===== config.mk =====
export PLATFORM = sky130hd
export DESIGN_NAME = max_search_81x81
export DESIGN_NICKNAME = d
export VERILOG_FILES = /design/src/rtl/max_search_81x81_pkg.sv /design/src/rtl/max_search_81x81_om_scan_addr_gen.sv /design/src/rtl/max_search_81x81.sv
export SDC_FILE = /design/constraint.sdc
export NUM_CORES = 1
export LEC_CHECK = 0
export BUFFER_PORTS_ARGS = -buffer_cell sky130_fd_sc_hd__buf_2
export CORE_UTILIZATION = 62
export CTS_CLUSTER_SIZE = 8
export DETAILED_ROUTE_END_ITERATION = 6
export PLACE_DENSITY = 0.95
export SLEW_MARGIN = 20
export SYNTH_ARGS = -nofsm -noshare
export SYNTH_HDL_FRONTEND = slang
export SYNTH_SLANG_ARGS = --single-unit

===== constraint.sdc =====
create_clock -name iClk -period 4.7 [get_ports iClk]
set_input_delay 0.94 -clock iClk [delete_from_list [all_inputs] [get_ports iClk]]
set_output_delay 0.94 -clock iClk [all_outputs]
set_load 0.02 [all_outputs]

===== src/rtl/max_search_81x81_pkg.sv =====
// Shared face-detection definitions: correlation-map geometry, bus widths
// and the max-search state encoding (also used by the threshold stage).
package max_search_81x81_pkg;

  localparam int OM_MAP_W    = 81;
  localparam int OM_ROW_LAST = 78;
  localparam int OM_COL_LAST = 79;
  localparam int ADDR_W      = 13;
  localparam int DATA_W      = 32;

  // Highest address a scan may issue with the default geometry.
  localparam int OM_ADDR_MAX = OM_ROW_LAST * OM_MAP_W + OM_COL_LAST;

  typedef enum logic [1:0] {
    IDLE  = 2'd0,
    SCAN  = 2'd1,
    DRAIN = 2'd2,
    DONE  = 2'd3
  } scanState_t;

endpackage


===== src/rtl/max_search_81x81_om_scan_addr_gen.sv =====
// Row/column scan counter for the OM read port. The address is kept as a
// running value (+1 per column, +MAP_W-COL_LAST on a row wrap), so no
// multiplier is needed and the skipped right-hand columns are never issued.
module om_scan_addr_gen
  import max_search_81x81_pkg::*;
#(
  parameter int MAP_W    = OM_MAP_W,
  parameter int ROW_LAST = OM_ROW_LAST,
  parameter int COL_LAST = OM_COL_LAST
) (
  input  logic              iClk,
  input  logic              iReset_n,
  input  logic              iClear,
  input  logic              iLoad,
  input  logic              iAdvance,
  output logic [ADDR_W-1:0] oAddr,
  output logic              oLast
);

  localparam int ROW_W = $clog2(ROW_LAST + 1);
  localparam int COL_W = $clog2(COL_LAST + 1);
  localparam logic [ADDR_W-1:0] WRAP_STEP = ADDR_W'(MAP_W - COL_LAST);

  logic [ROW_W-1:0] row;
  logic [COL_W-1:0] col;
  logic             rowEnd;
  logic             colEnd;

  // End-of-row / end-of-scan detection
  always_comb begin
    rowEnd = (row == ROW_W'(ROW_LAST));
    colEnd = (col == COL_W'(COL_LAST));
    oLast  = rowEnd && colEnd;
  end

  // Counters and address; holds on the last address until reloaded
  always_ff @(posedge iClk) begin
    if (!iReset_n || iClear || iLoad) begin
      row   <= '0;
      col   <= '0;
      oAddr <= '0;
    end else if (iAdvance && !oLast) begin
      if (colEnd) begin
        col   <= '0;
        row   <= row + ROW_W'(1);
        oAddr <= oAddr + WRAP_STEP;
      end else begin
        col   <= col + COL_W'(1);
        oAddr <= oAddr + ADDR_W'(1);
      end
    end
  end

endmodule


===== src/rtl/max_search_81x81.sv =====
// Scans the correlation map in OM and reports the largest value and its
// address. Ties keep the earliest address.
//
// state | meaning
// IDLE  | waiting for iStart
// SCAN  | issuing one OM address per cycle
// DRAIN | last sample in flight, final compare
// DONE  | result valid, oOutput_ready pulse
module max_search_81x81
  import max_search_81x81_pkg::*;
#(
  parameter int MAP_W    = OM_MAP_W,
  parameter int ROW_LAST = OM_ROW_LAST,
  parameter int COL_LAST = OM_COL_LAST
) (
  input  logic              iClk,
  input  logic              iReset_n,
  input  logic              iStart,
  input  logic              iFinish,
  input  logic [DATA_W-1:0] iData_from_OM,
  output logic [ADDR_W-1:0] oAddr_OM,
  output logic [DATA_W-1:0] oMax_val,
  output logic [ADDR_W-1:0] oPosition,
  output logic              oOutput_ready,
  output logic              oBusy
);

  scanState_t        state;
  scanState_t        stateNext;
  logic              clr;
  logic              startAccept;
  logic              advance;
  logic              addrLast;
  logic              pVal;
  logic [ADDR_W-1:0] pAddr;
  logic              firstPend;
  logic [DATA_W-1:0] runMax;
  logic [ADDR_W-1:0] runPos;
  logic              takeSample;
  logic [DATA_W-1:0] maxNext;
  logic [ADDR_W-1:0] posNext;

  assign clr = !iReset_n || iFinish;

  om_scan_addr_gen #(
    .MAP_W    (MAP_W),
    .ROW_LAST (ROW_LAST),
    .COL_LAST (COL_LAST)
  ) uAddrGen (
    .iClk     (iClk),
    .iReset_n (iReset_n),
    .iClear   (iFinish),
    .iLoad    (startAccept),
    .iAdvance (advance),
    .oAddr    (oAddr_OM),
    .oLast    (addrLast)
  );

  // State register; reset and iFinish override every transition
  always_ff @(posedge iClk) begin
    if (clr) state <= IDLE;
    else     state <= stateNext;
  end

  // Next-state logic
  always_comb begin
    stateNext = state;
    case (state)
      IDLE:    if (iStart)   stateNext = SCAN;
      SCAN:    if (addrLast) stateNext = DRAIN;
      DRAIN:   stateNext = DONE;
      DONE:    stateNext = IDLE;
      default: stateNext = IDLE;
    endcase
  end

  // FSM outputs
  always_comb begin
    startAccept   = (state == IDLE) && iStart && !iFinish;
    advance       = (state == SCAN);
    oOutput_ready = (state == DONE);
    oBusy         = (state != IDLE);
  end

  // Pair each returned sample with the address issued one cycle earlier
  always_ff @(posedge iClk) begin
    if (clr) begin
      pVal  <= 1'b0;
      pAddr <= '0;
    end else begin
      pVal  <= (state == SCAN);
      pAddr <= oAddr_OM;
    end
  end

  // Candidate update: first sample always loads, later ones only if strictly larger
  always_comb begin
    takeSample = pVal && (firstPend || (iData_from_OM > runMax));
    maxNext    = takeSample ? iData_from_OM : runMax;
    posNext    = takeSample ? pAddr : runPos;
  end

  // Running maximum tracker
  always_ff @(posedge iClk) begin
    if (clr) begin
      firstPend <= 1'b0;
      runMax    <= '0;
      runPos    <= '0;
    end else if (startAccept) begin
      firstPend <= 1'b1;
    end else if (pVal) begin
      firstPend <= 1'b0;
      runMax    <= maxNext;
      runPos    <= posNext;
    end
  end

  // Result registers load with the final compare so they are valid during DONE
  always_ff @(posedge iClk) begin
    if (clr) begin
      oMax_val  <= '0;
      oPosition <= '0;
    end else if (state == DRAIN) begin
      oMax_val  <= maxNext;
      oPosition <= posNext;
    end
  end

endmodule


==> out/results.txt <==
status = complete, no violations
# diodes = 0
worst vdd ir = 0.420 mV
cell row count = 37
nature of the critical path endpoint = flip-flop
Setup TNS Final = 0 ns
CTS tree = done
Post-Route Utilization = 74.3%
setup violators final = 0
Ys Warns = 0
core area = 10500 µm²
worst relative slew slack = 39.9%
Synth cell types = 52
via density per instance = 6.01
Crit Path Max Fanout = 27
Post-synth top cells = dfxtp_1, nand2_1, inv_1, o21ai_0, mux2i_1
Routed Antenna Nets = 0
CTS Buf Count = 17
grt total ovfl = 0
r2r setup slk = 1.18 ns
Synth Register Bits = 134
Critical Path RT = 5.16 ns
Period minus WS final = 3.61 ns
GP Congestion = 0.828
GRT Util Overall = 30.1%
Hold Path Origin = runMax[2]
Hold Buf Count CTS = 0
initial antenna violation count = 0
clock latency on the worst-skew pair = 0.54 ns
Main synth FF type = dfxtp_1
power per cell area = 332 nW/µm²
Die Width = 107 µm
Clk pin slew, worst setup/hold paths = 0.06 ns
Max Slew Vio Count = 0
skew final = 0.00917 ns
setup repair bufs after CTS = 0
Bufs on Longest Clock Path = 2
detailed-route via count = 5996
Post-synth EDFFs = 0
register area share after synthesis = 39.3%
chip height = 107 µm
RSZ-0062 raised after global routing = no
syn avg cell area = 8.75 µm²
Max Clk Rate = 0.277 GHz
period utilization = 76.9%
reg2reg start = runMax[31]
Avg WL per Cell = 16.5 µm
Initial Util = 65.0%
fillers = 695
largest net degree at the start of global routing = 83
max cap viols = 0
CTS Sinks = 134
CTS root buf = clkbuf_8
DRT Pass-1 Iters = 7
Mapped Area = 6830 µm²
Area contributors post-synth = dfxtp_1, ha_1, mux2i_1, nand2_1, a311oi_1
Worst EP arrival = 4.07 ns
final net count = 927
Fin. Hold Viols = 0
Worst-Margin Slew = 0.899 ns
DRC = 0
number of I/O pins = 96
Final HPWL DP = 10300 µm
Net Count, Synth = 859
crit start category = input pin
cells after synthesis = 781
dominant cell by count in the synthesized netlist = dfxtp_1
worst setup path startpoint = iData_from_OM[31]
WL final = 16500 µm
Yosys top cell area share = 39.3%
Area Growth Syn to Fin = 14.3%
DIE AREA = 11400 µm²
Post-synth ARST share = 0%
Static Leakage = 3.45 nW
CTS H-tree depth = 4
largest area contributor in the netlist = dfxtp_1
first-pass GRT wire length = 27200 µm
Port-buffer cells = 95
layout cell share with drive strength beyond 1 = 17.2%
number of global-route vias before repair = 5795
first-iteration detailed-routing DRC count = 496
Setup Crit Path Kind = input pin to flip-flop
Hold Path Class = flip-flop to flip-flop
post_cts resized = 0
-- layer usage --
layer	global-route usage, %	part of all wire, %	vias up
met5	0	0	-
li1	-	-	2868
met1	34.9	40	2801
met3	7.42	6.8	57
met4	15.0	3.3	0
met2	51.5	49	270
-- report_power, final --
part	switching (mW)	total (mW)	internal, mW	leakage [nW]
sequential	0.00433	1.15	1.14	1.08
combinational	0.103	0.157	0.0538	2.09
clock	0.513	1.29	0.778	0.279
total	0.620	2.59	1.97	3.45
-- worst max-delay path, cell delays in order --
cell and delay, ns:
buf_2 0.11, ha_1 0.31, nand4_2 0.20, or4_1 0.61, o41ai_2 0.51, a31oi_2 0.26, o21ai_4 0.58, buf_12 0.28
mux2i_1 0.23
-- area by class of cell --
class,instances,area [µm²],share of cell area (%)
Clock inverter,12,130,1.67
Timing Repair Buffer,102,541,6.92
Clock buffer,19,442,5.66
Tap cell,136,170,2.18
Sequential cell,134,2680,34.4
Inverter,85,319,4.09
Multi-Input combinational cell,509,3520,45.1
-- worst paths after layout --
check,cells after the start,endpoint
setup / recovery,9,runMax[13]
setup reg to reg,9,runMax[13]
hold / removal,2,runMax[2]
hold reg to reg,2,runMax[2]
-- layout by cell type (no fill, tap or decap), types with 3 or more instances in the layout --
cell type	n
nor4_1	3
nand4_1	8
a21oi_1	27
a311oi_2	3
mux2i_1	46
nor2b_1	3
ha_1	41
and4_1	30
a311oi_1	42
buf_2	95
clkbuf_16	16
or3_1	5
inv_1	85
xor2_1	7
nand3_1	4
nor2_1	28
dfxtp_1	134
nand2_1	117
clkbuf_8	3
xnor2_1	10
o21ai_0	58
clkinv_4	4
nor3_1	11
buf_4	6
nor3b_1	4
and3_1	7
and2_1	12
a21o_1	3
nor4b_1	14
clkinv_2	4
-- per-stage QoR --
stage / total power [mW] / instance area (µm²) / std cells / setup WS [ns] / hold slack, ns
after global routing: 2.67 / 7810 / 997 / 0.927 / 0.477
after floorplan: 1.27 / 6830 / 781 / 1.52 / 0.435
after detailed placement: 1.32 / 7240 / 966 / 0.739 / 0.448
after global placement: 1.32 / 7240 / 966 / 0.841 / 0.439
after CTS: 2.59 / 7810 / 997 / 1.14 / 0.464
final: 2.59 / 7810 / 997 / 1.09 / 0.464
-- kinds of logic (layout without fill, tap and decap cells) --
logic type      after synthesis  in the layout  synth area share, %
flops                       134            134                 39.3
compound gates              149            149                 14.8
buf+inv                     138            218                 9.56
mux                          46             46                 6.74
simple gates                255            255                 19.8
xor+xnor                     17             17                 2.18
fa+ha+maj                    42             42                 7.69
-- flip-flops by register name (all words and copies together), names as in the netlist --
signal          cells
pAddr              13
firstPend           1
oPosition          13
state               2
uAddrGen.oAddr     13
uAddrGen.row        7
runMax             32
pVal                1
oMax_val           32
runPos             13
uAddrGen.col        7
No activity file was read; power rests on OpenSTA's default activity.
